===== src/rtl/scoreboard_hazard_unit_if.sv =====
// ----------------------------------------------------------------------------
// scoreboard_hazard_unit_if
// Bundles the ID/issue-boundary signals of the scoreboard hazard unit.
//   master : ID stage (drives the decoded instruction and flush, observes
//            stall/issue, bypass selects, completion and pending vector)
//   slave  : scoreboard_hazard_unit
// Signals:
//   id_valid, id_rs1, id_rs2, id_use_rs1, id_use_rs2, id_rd, id_wr_en,
//   id_lat, flush                      -> toward the hazard unit
//   stall, issue, fwd_a, fwd_b, wb_valid, wb_rd, pending -> from the unit
// ----------------------------------------------------------------------------
interface scoreboard_hazard_unit_if #(
   parameter int NREGS  = 32,
   parameter int REG_AW = 5,
   parameter int CW     = 3
);
   logic              id_valid;
   logic [REG_AW-1:0] id_rs1;
   logic [REG_AW-1:0] id_rs2;
   logic              id_use_rs1;
   logic              id_use_rs2;
   logic [REG_AW-1:0] id_rd;
   logic              id_wr_en;
   logic [CW-1:0]     id_lat;
   logic              flush;
   logic              stall;
   logic              issue;
   logic [1:0]        fwd_a;
   logic [1:0]        fwd_b;
   logic              wb_valid;
   logic [REG_AW-1:0] wb_rd;
   logic [NREGS-1:0]  pending;

   modport master (
      output id_valid, id_rs1, id_rs2, id_use_rs1, id_use_rs2,
             id_rd, id_wr_en, id_lat, flush,
      input  stall, issue, fwd_a, fwd_b, wb_valid, wb_rd, pending
   );

   modport slave (
      input  id_valid, id_rs1, id_rs2, id_use_rs1, id_use_rs2,
             id_rd, id_wr_en, id_lat, flush,
      output stall, issue, fwd_a, fwd_b, wb_valid, wb_rd, pending
   );
endinterface


===== src/rtl/scoreboard_hazard_unit.sv =====
// ----------------------------------------------------------------------------
// scoreboard_hazard_unit
// Issue-stage scoreboard: every in-flight register write carries a latency
// countdown, so execution units may take 1..MAX_LAT cycles. The unit decides
// issue vs stall (RAW, WAW and single write-port rules), drives the bypass
// selects and reports which tracked write completes at the next edge.
// Ports:
//   clk   : clock, all state on the rising edge
//   reset : synchronous, active-high; clears every counter
//   sb    : scoreboard_hazard_unit_if.slave (ID inputs, stall/issue,
//           fwd_a/fwd_b, wb_valid/wb_rd, pending)
// Configuration:
//   SCOREBOARD_FWD_EN : when defined, a source whose counter is 1 is ready
//                       and its fwd select is 01 (completion bus); when
//                       undefined, sources wait for counter 0 and the fwd
//                       selects are tied to 00.
// ----------------------------------------------------------------------------
module scoreboard_hazard_unit #(
   parameter int NREGS   = 32,
   parameter int REG_AW  = 5,
   parameter int MAX_LAT = 4,
   parameter int CW      = 3
) (
   input logic                     clk,
   input logic                     reset,
   scoreboard_hazard_unit_if.slave sb
);

   // Per-register cycles until the pending write lands; 0 means idle.
   logic [CW-1:0] cnt [NREGS];

   logic [CW-1:0] lat_eff;
   logic [CW-1:0] cnt_a, cnt_b, cnt_d;
   logic          busy_a, busy_b;
   logic          wr_tracked;
   logic          port_hit;
   logic          hazard;

   // ------------------------------------------------------------------------
   // Combinational hazard / bypass / completion decode
   // ------------------------------------------------------------------------
   always_comb begin
      // NOTE: every variable gets a default before any conditional update so
      // that no path leaves it unassigned and a latch is never inferred.
      lat_eff     = sb.id_lat;
      port_hit    = 1'b0;
      sb.wb_valid = 1'b0;
      sb.wb_rd    = '0;
      sb.pending  = '0;

      if (sb.id_lat == '0)
         lat_eff = CW'(1);
      else if (sb.id_lat > CW'(MAX_LAT))
         lat_eff = CW'(MAX_LAT);

      cnt_a = cnt[sb.id_rs1];
      cnt_b = cnt[sb.id_rs2];
      cnt_d = cnt[sb.id_rd];

`ifdef SCOREBOARD_FWD_EN
      // A count of 1 means the result is on the completion bus right now.
      busy_a = sb.id_use_rs1 && (sb.id_rs1 != '0) && (cnt_a > CW'(1));
      busy_b = sb.id_use_rs2 && (sb.id_rs2 != '0) && (cnt_b > CW'(1));
      sb.fwd_a = (sb.id_use_rs1 && (sb.id_rs1 != '0) && (cnt_a == CW'(1)))
                 ? 2'b01 : 2'b00;
      sb.fwd_b = (sb.id_use_rs2 && (sb.id_rs2 != '0) && (cnt_b == CW'(1)))
                 ? 2'b01 : 2'b00;
`else
      busy_a = sb.id_use_rs1 && (sb.id_rs1 != '0) && (cnt_a != '0);
      busy_b = sb.id_use_rs2 && (sb.id_rs2 != '0) && (cnt_b != '0);
      sb.fwd_a = 2'b00;
      sb.fwd_b = 2'b00;
`endif

      // A new write lands after lat_eff edges; any counter now at
      // lat_eff+1 would land on the same cycle and collide on the port.
      for (int r = 1; r < NREGS; r++) begin
         if (cnt[r] == lat_eff + CW'(1))
            port_hit = 1'b1;
         if (cnt[r] == CW'(1)) begin
            sb.wb_valid = 1'b1;
            sb.wb_rd    = REG_AW'(r);
         end
         sb.pending[r] = (cnt[r] != '0);
      end

      wr_tracked = sb.id_wr_en && (sb.id_rd != '0);
      hazard     = sb.id_valid &&
                   (busy_a || busy_b ||
                    (wr_tracked && (cnt_d > lat_eff)) ||
                    (wr_tracked && port_hit));

      // Outputs are held quiet while reset is asserted.
      sb.stall = hazard && !sb.flush && !reset;
      sb.issue = sb.id_valid && !hazard && !sb.flush && !reset;
   end

   // ------------------------------------------------------------------------
   // Counter update: decrement everything, then the issuing write reloads
   // ------------------------------------------------------------------------
   always_ff @(posedge clk) begin
      if (reset) begin
         // NOTE: the counter array is small control state, not a RAM, so
         // every entry is reset; stale counts would fabricate hazards.
         for (int r = 0; r < NREGS; r++)
            cnt[r] <= '0;
      end else begin
         cnt[0] <= '0;
         for (int r = 1; r < NREGS; r++)
            if (cnt[r] != '0)
               // NOTE: non-blocking assignment so the later load of the same
               // entry simply wins and all reads see pre-edge values.
               cnt[r] <= cnt[r] - CW'(1);
         if (sb.issue && wr_tracked)
            cnt[sb.id_rd] <= lat_eff;
      end
   end

endmodule


===== src/flat_wrapper.sv =====
// flat-port wrapper written by rule: the top's interface ports become plain ports
module scoreboard_hazard_unit_flat 
#(
   parameter int NREGS   = 32,
   parameter int REG_AW  = 5,
   parameter int MAX_LAT = 4,
   parameter int CW      = 3
)
  (clk, reset, sb_id_valid, sb_id_rs1, sb_id_rs2, sb_id_use_rs1, sb_id_use_rs2, sb_id_rd, sb_id_wr_en, sb_id_lat, sb_flush, sb_stall, sb_issue, sb_fwd_a, sb_fwd_b, sb_wb_valid, sb_wb_rd, sb_pending);
  scoreboard_hazard_unit_if #(.NREGS(NREGS), .REG_AW(REG_AW), .CW(CW)) sb_i ();
  input logic clk;
  input logic reset;
  input wire logic [$bits(sb_i.id_valid)-1:0] sb_id_valid;
  input wire logic [$bits(sb_i.id_rs1)-1:0] sb_id_rs1;
  input wire logic [$bits(sb_i.id_rs2)-1:0] sb_id_rs2;
  input wire logic [$bits(sb_i.id_use_rs1)-1:0] sb_id_use_rs1;
  input wire logic [$bits(sb_i.id_use_rs2)-1:0] sb_id_use_rs2;
  input wire logic [$bits(sb_i.id_rd)-1:0] sb_id_rd;
  input wire logic [$bits(sb_i.id_wr_en)-1:0] sb_id_wr_en;
  input wire logic [$bits(sb_i.id_lat)-1:0] sb_id_lat;
  input wire logic [$bits(sb_i.flush)-1:0] sb_flush;
  output wire logic [$bits(sb_i.stall)-1:0] sb_stall;
  output wire logic [$bits(sb_i.issue)-1:0] sb_issue;
  output wire logic [$bits(sb_i.fwd_a)-1:0] sb_fwd_a;
  output wire logic [$bits(sb_i.fwd_b)-1:0] sb_fwd_b;
  output wire logic [$bits(sb_i.wb_valid)-1:0] sb_wb_valid;
  output wire logic [$bits(sb_i.wb_rd)-1:0] sb_wb_rd;
  output wire logic [$bits(sb_i.pending)-1:0] sb_pending;
  assign sb_i.id_valid = sb_id_valid;
  assign sb_i.id_rs1 = sb_id_rs1;
  assign sb_i.id_rs2 = sb_id_rs2;
  assign sb_i.id_use_rs1 = sb_id_use_rs1;
  assign sb_i.id_use_rs2 = sb_id_use_rs2;
  assign sb_i.id_rd = sb_id_rd;
  assign sb_i.id_wr_en = sb_id_wr_en;
  assign sb_i.id_lat = sb_id_lat;
  assign sb_i.flush = sb_flush;
  assign sb_stall = sb_i.stall;
  assign sb_issue = sb_i.issue;
  assign sb_fwd_a = sb_i.fwd_a;
  assign sb_fwd_b = sb_i.fwd_b;
  assign sb_wb_valid = sb_i.wb_valid;
  assign sb_wb_rd = sb_i.wb_rd;
  assign sb_pending = sb_i.pending;
  scoreboard_hazard_unit #(.NREGS(NREGS), .REG_AW(REG_AW), .MAX_LAT(MAX_LAT), .CW(CW)) u_core (.clk(clk), .reset(reset), .sb(sb_i));
endmodule

===== config.mk =====
export PLATFORM = sky130hd
export DESIGN_NAME = scoreboard_hazard_unit_flat
export DESIGN_NICKNAME = d
export VERILOG_FILES = /design/src/rtl/scoreboard_hazard_unit_if.sv /design/src/rtl/scoreboard_hazard_unit.sv /design/src/flat_wrapper.sv
export SDC_FILE = /design/constraint.sdc
export NUM_CORES = 1
export LEC_CHECK = 0
export BUFFER_PORTS_ARGS = -buffer_cell sky130_fd_sc_hd__buf_2
export CAP_MARGIN = 20
export CORE_MARGIN = 2
export CORE_UTILIZATION = 57
export DETAILED_ROUTE_END_ITERATION = 10
export GPL_ROUTABILITY_DRIVEN = 0
export PLACE_DENSITY_LB_ADDON = 0.05
export SLEW_MARGIN = 20
export SYNTH_ARGS = -nofsm -noshare
export SYNTH_HDL_FRONTEND = slang
export SYNTH_SLANG_ARGS = --single-unit

===== constraint.sdc =====
create_clock -name clk -period 5.35 [get_ports clk]
set_clock_uncertainty 0.1 [all_clocks]
set_input_delay 0.8025 -clock clk [delete_from_list [all_inputs] [get_ports clk]]
set_output_delay 0.8025 -clock clk [all_outputs]
set_load 0.005 [all_outputs]

==> results.md <==
* Status: finished clean
* Startpoint types: input port
* Detailed placement HPWL at between 20000 and 30000 um
* Switching pwr at ~2800 uW
* Critical Path Stages at 14
* Count leader, synth: nor2_1
* Crit path arrival time at 4.17 ns
* Worst path bufs/invs at 4
* Placed Instances at 1400
* Mux contribution to synthesized area at between 10% and 20%
* CTS tree: done
* GRT Total Usage at approximately 34%
* Hold-fix buffer count after cts at 0
* EDFF count, synth at 93
* First-pass GRT wire length at 51200 um
* Largest register FFs at between 90 and 100
* Io pins at 69
* Endpoint class of the critical path: output pin
* Mean post-synth cell area at about 9.3 sq um
* Top cell type by total area after synthesis: edfxtp_1
* Largest family of logic cells by synthesized area: simple AND/OR/NAND/NOR gates
* Final wirelength at approximately 34000 um
* CP max stage delay at just under 0.8 ns
* Sequential share of the synthesized area at 26.9%
* Post-synthesis register bit count at 96
* Drt pass-1 iters at 6
* Largest net degree at the start of global routing at 54
* Drt via density at approximately 6.5
* Pins over their slew limit at 0
* Clk sink count at 96
* Main area contributors after synthesis: edfxtp_1 26%, ha_1 11%, mux4_2 6.8%
* Fillcell total at roughly 1600
* Post-Synth XOR/XNOR Area at a little under a tenth
* Port buffer count at 63
* Area occupied by multi-input gates at 7150 sq um
* Top_reg_cell synth: edfxtp_1
* Post-synthesis adder-cell area fraction at a little under an eighth
* Biggest regs: u_core.cnt (96)
* WP data required at around 4.5 ns
* Antenna violations before repair at 0
* Die width at roughly 140 um
* Share of the synthesized area in the top cell type at 26.3%
* Top delay family on crit path: XOR/XNOR gates
* Switching share of total power at 46.5%
* Syn Inst Count at ~1100
* Area growth from synthesis to layout at 7.80%
* Post-route antenna net violation count at 0
* Fin Setup TNS at 0 ns
* Placeable Area at about 18000 sq um
* Final WS setup at between 0.2 and 0.3 ns
* Sequential Power Share at roughly a third
* Max Buffers Root-to-Sink at 2
* Max Fclk at roughly 200 MHz
* Vias in the first global route at between 8000 and 9000
* Layout Cells excl Fill at around 1400
* Die area at roughly 20000 sq um
* DRC viols at 0
* Int Power at between 3000 and 4000 uW
* Critical-path top delay cell: xnor2_2
* Mapped cell area at roughly 11000 sq um
* Root buf cell: clkbuf_16
* Vias at between 9000 and 10000
* DR iter-0 viols at around 1100
* Worst vdd ir at around 0.24 mV
* TritonCTS Buffers at 9
* Clk Latency, worst-skew pair at 0.36 ns
* Min cycle time layout at slightly above 5 ns
* H-tree levels at 3
* Synth warn at 0
* Crit path max fanout at 13
* Pwr/cell area at 526 nW/um^2
* Routed WL per cell at 23.7 um
* Reg2reg path depth at 13
* Die span in y at 140 um
* Max_cap viols at 0
* Final Cycle Share at about 95%
* Setup Crit Path Kind: in2out
* Fin. Hold Viols at 0
* Crit-path most repeated cell: buf_2
* Grt ovf at 0
* Clock power frac at approximately 11%
* Final setup fails at 0
* Place WS at 0.168 ns
* Synth Area in Simple Gates at a little over a fifth
* Hold Path Cell Cnt at 2
* Comb power frac at 57.0%
* Layout cell share with drive strength beyond 1 at between 10% and 20%
* PnR Total Power at around 6000 uW
* Asr flop ratio synth at 0%
* Post-synth top cells: 112 x nor2_1, 110 x nand2_1, 97 x ha_1
* Most flops, register: u_core.cnt
* Worst slew pin tran at just over 1 ns
* Compound-Gate Fraction of Synth Area at 8.31%
* Sequential cell area at between 2000 and 3000 sq um
* Post-CTS Setup Bufs at 0
* Nets@finish at ~1300
* Static Leakage at 0.00502 uW
* Hold Path Class: reg2reg
* RSZ-0062 raised after global routing: false
* Clock slew at reported path FFs at ~0.070 ns
* Slew HR at between 30% and 40%
* CP Cell Sequence: buf_2, clkinv_1, nand2_1, inv_1, ha_1, xnor2_2, xnor2_1, nor3_1, a311oi_1, o211ai_1, nor4_4, o21ai_0, nor2b_1, buf_2
* # diodes at 0
* Initial core utilization at between 50 and 60%
* Placement Rows at ~50
* Synth unique cells at 71
power groups by stage:
stage                     sequential [uW]  clock (uW)  combinational (uW)
after floorplan                      1610           0                2490
after global placement               1890           0                3280
after detailed placement             1890           0                3330
after CTS                            1870         681                3360
after global routing                 1940         709                3790
final                                1910         676                3430
placed cells by master, fill, tap and decap left out, types with 7 or more instances in the layout:
master	synthesis	routed
buf_2	12	61
nor2b_1	34	33
or3_1	8	8
xnor3_1	11	11
nand2b_1	55	55
buf_4	11	22
a21oi_1	19	19
nor4_1	10	10
nand4_1	37	37
nand2_1	110	110
edfxtp_1	93	93
o22ai_1	10	10
xnor2_1	51	51
nor2_1	112	112
conb_1	1	8
xor2_1	27	27
ha_1	97	97
clkbuf_16	0	9
or2_2	7	7
mux2_2	45	45
o21ai_0	20	20
mux2i_1	52	52
inv_1	83	83
a22oi_1	13	13
nor3_1	36	36
nand3_1	9	9
mux4_2	32	32
worst paths after layout:
check / start / endpoint / slack (ns)
setup / recovery: sb_id_lat[2] / sb_stall / 0.28
hold / removal: u_core.cnt[21][0] / u_core.cnt[21][0] / 0.74
setup reg to reg: u_core.cnt[19][1] / u_core.cnt[17][0] / 1.04
hold reg to reg: u_core.cnt[21][0] / u_core.cnt[21][0] / 0.74
worst register-to-register path: cells and delay by family, from the launching register on:
kind                       cells  cell delay, ns
AOI/OAI and AO/OA              4            0.75
adders and majority gates      1            0.30
buffers and inverters          1            0.48
DFF                            1            0.50
muxes                          1            0.54
and+or+nand+nor                6            1.33
logic make-up (layout without fill, tap and decap cells):
logic type	Yosys count	count (layout)
muxes	130	130
other	1	8
DFF	96	96
AOI/OAI and AO/OA	125	125
buffers and inverters	152	188
and+or+nand+nor	451	451
adders and majority gates	97	97
xor gates and xnor gates	92	92
metrics by stage:
step | utilization [%] | hold slack [ns] | instance area [sq um]
after CTS | 63.2 | 0.730 | 11400
after detailed placement | 61.5 | 0.713 | 11100
after global routing | 63.2 | 0.778 | 11400
final | 63.2 | 0.743 | 11400
after floorplan | - | 0.635 | 10600
after global placement | 61.5 | 0.708 | 11100
layout make-up:
| cell class | count | share of cell area [%] |
|---|---|---|
| tap | 229 | 2.51 |
| sequential | 96 | 25.0 |
| inverter | 86 | 2.82 |
| timing repair buffer | 86 | 4.53 |
| clock buffer | 10 | 2.00 |
| clock inverter | 6 | 0.591 |
| multi-input combinational | 903 | 62.6 |
per-layer routing:
| metal | routed length [um] | up-vias | share of wire (%) | track usage, % |
|---|---|---|---|---|
| li1 | - | 4159 | - | - |
| met1 | 13800 | 4429 | 41 | 46.1 |
| met2 | 14800 | 541 | 44 | 53.2 |
| met3 | 3550 | 92 | 11 | 9.26 |
| met4 | 1370 | 0 | 4.1 | 13.6 |
| met5 | 0 | - | 0 | 0 |
timing repair:
| action | in CTS | in global routing |
|---|---|---|
| setup endpoints to repair | 0 | 2 |
| gates resized for setup | 0 | 1 |
| endpoints found under the hold margin | 0 | 0 |
(Power assumes the default switching activity.)
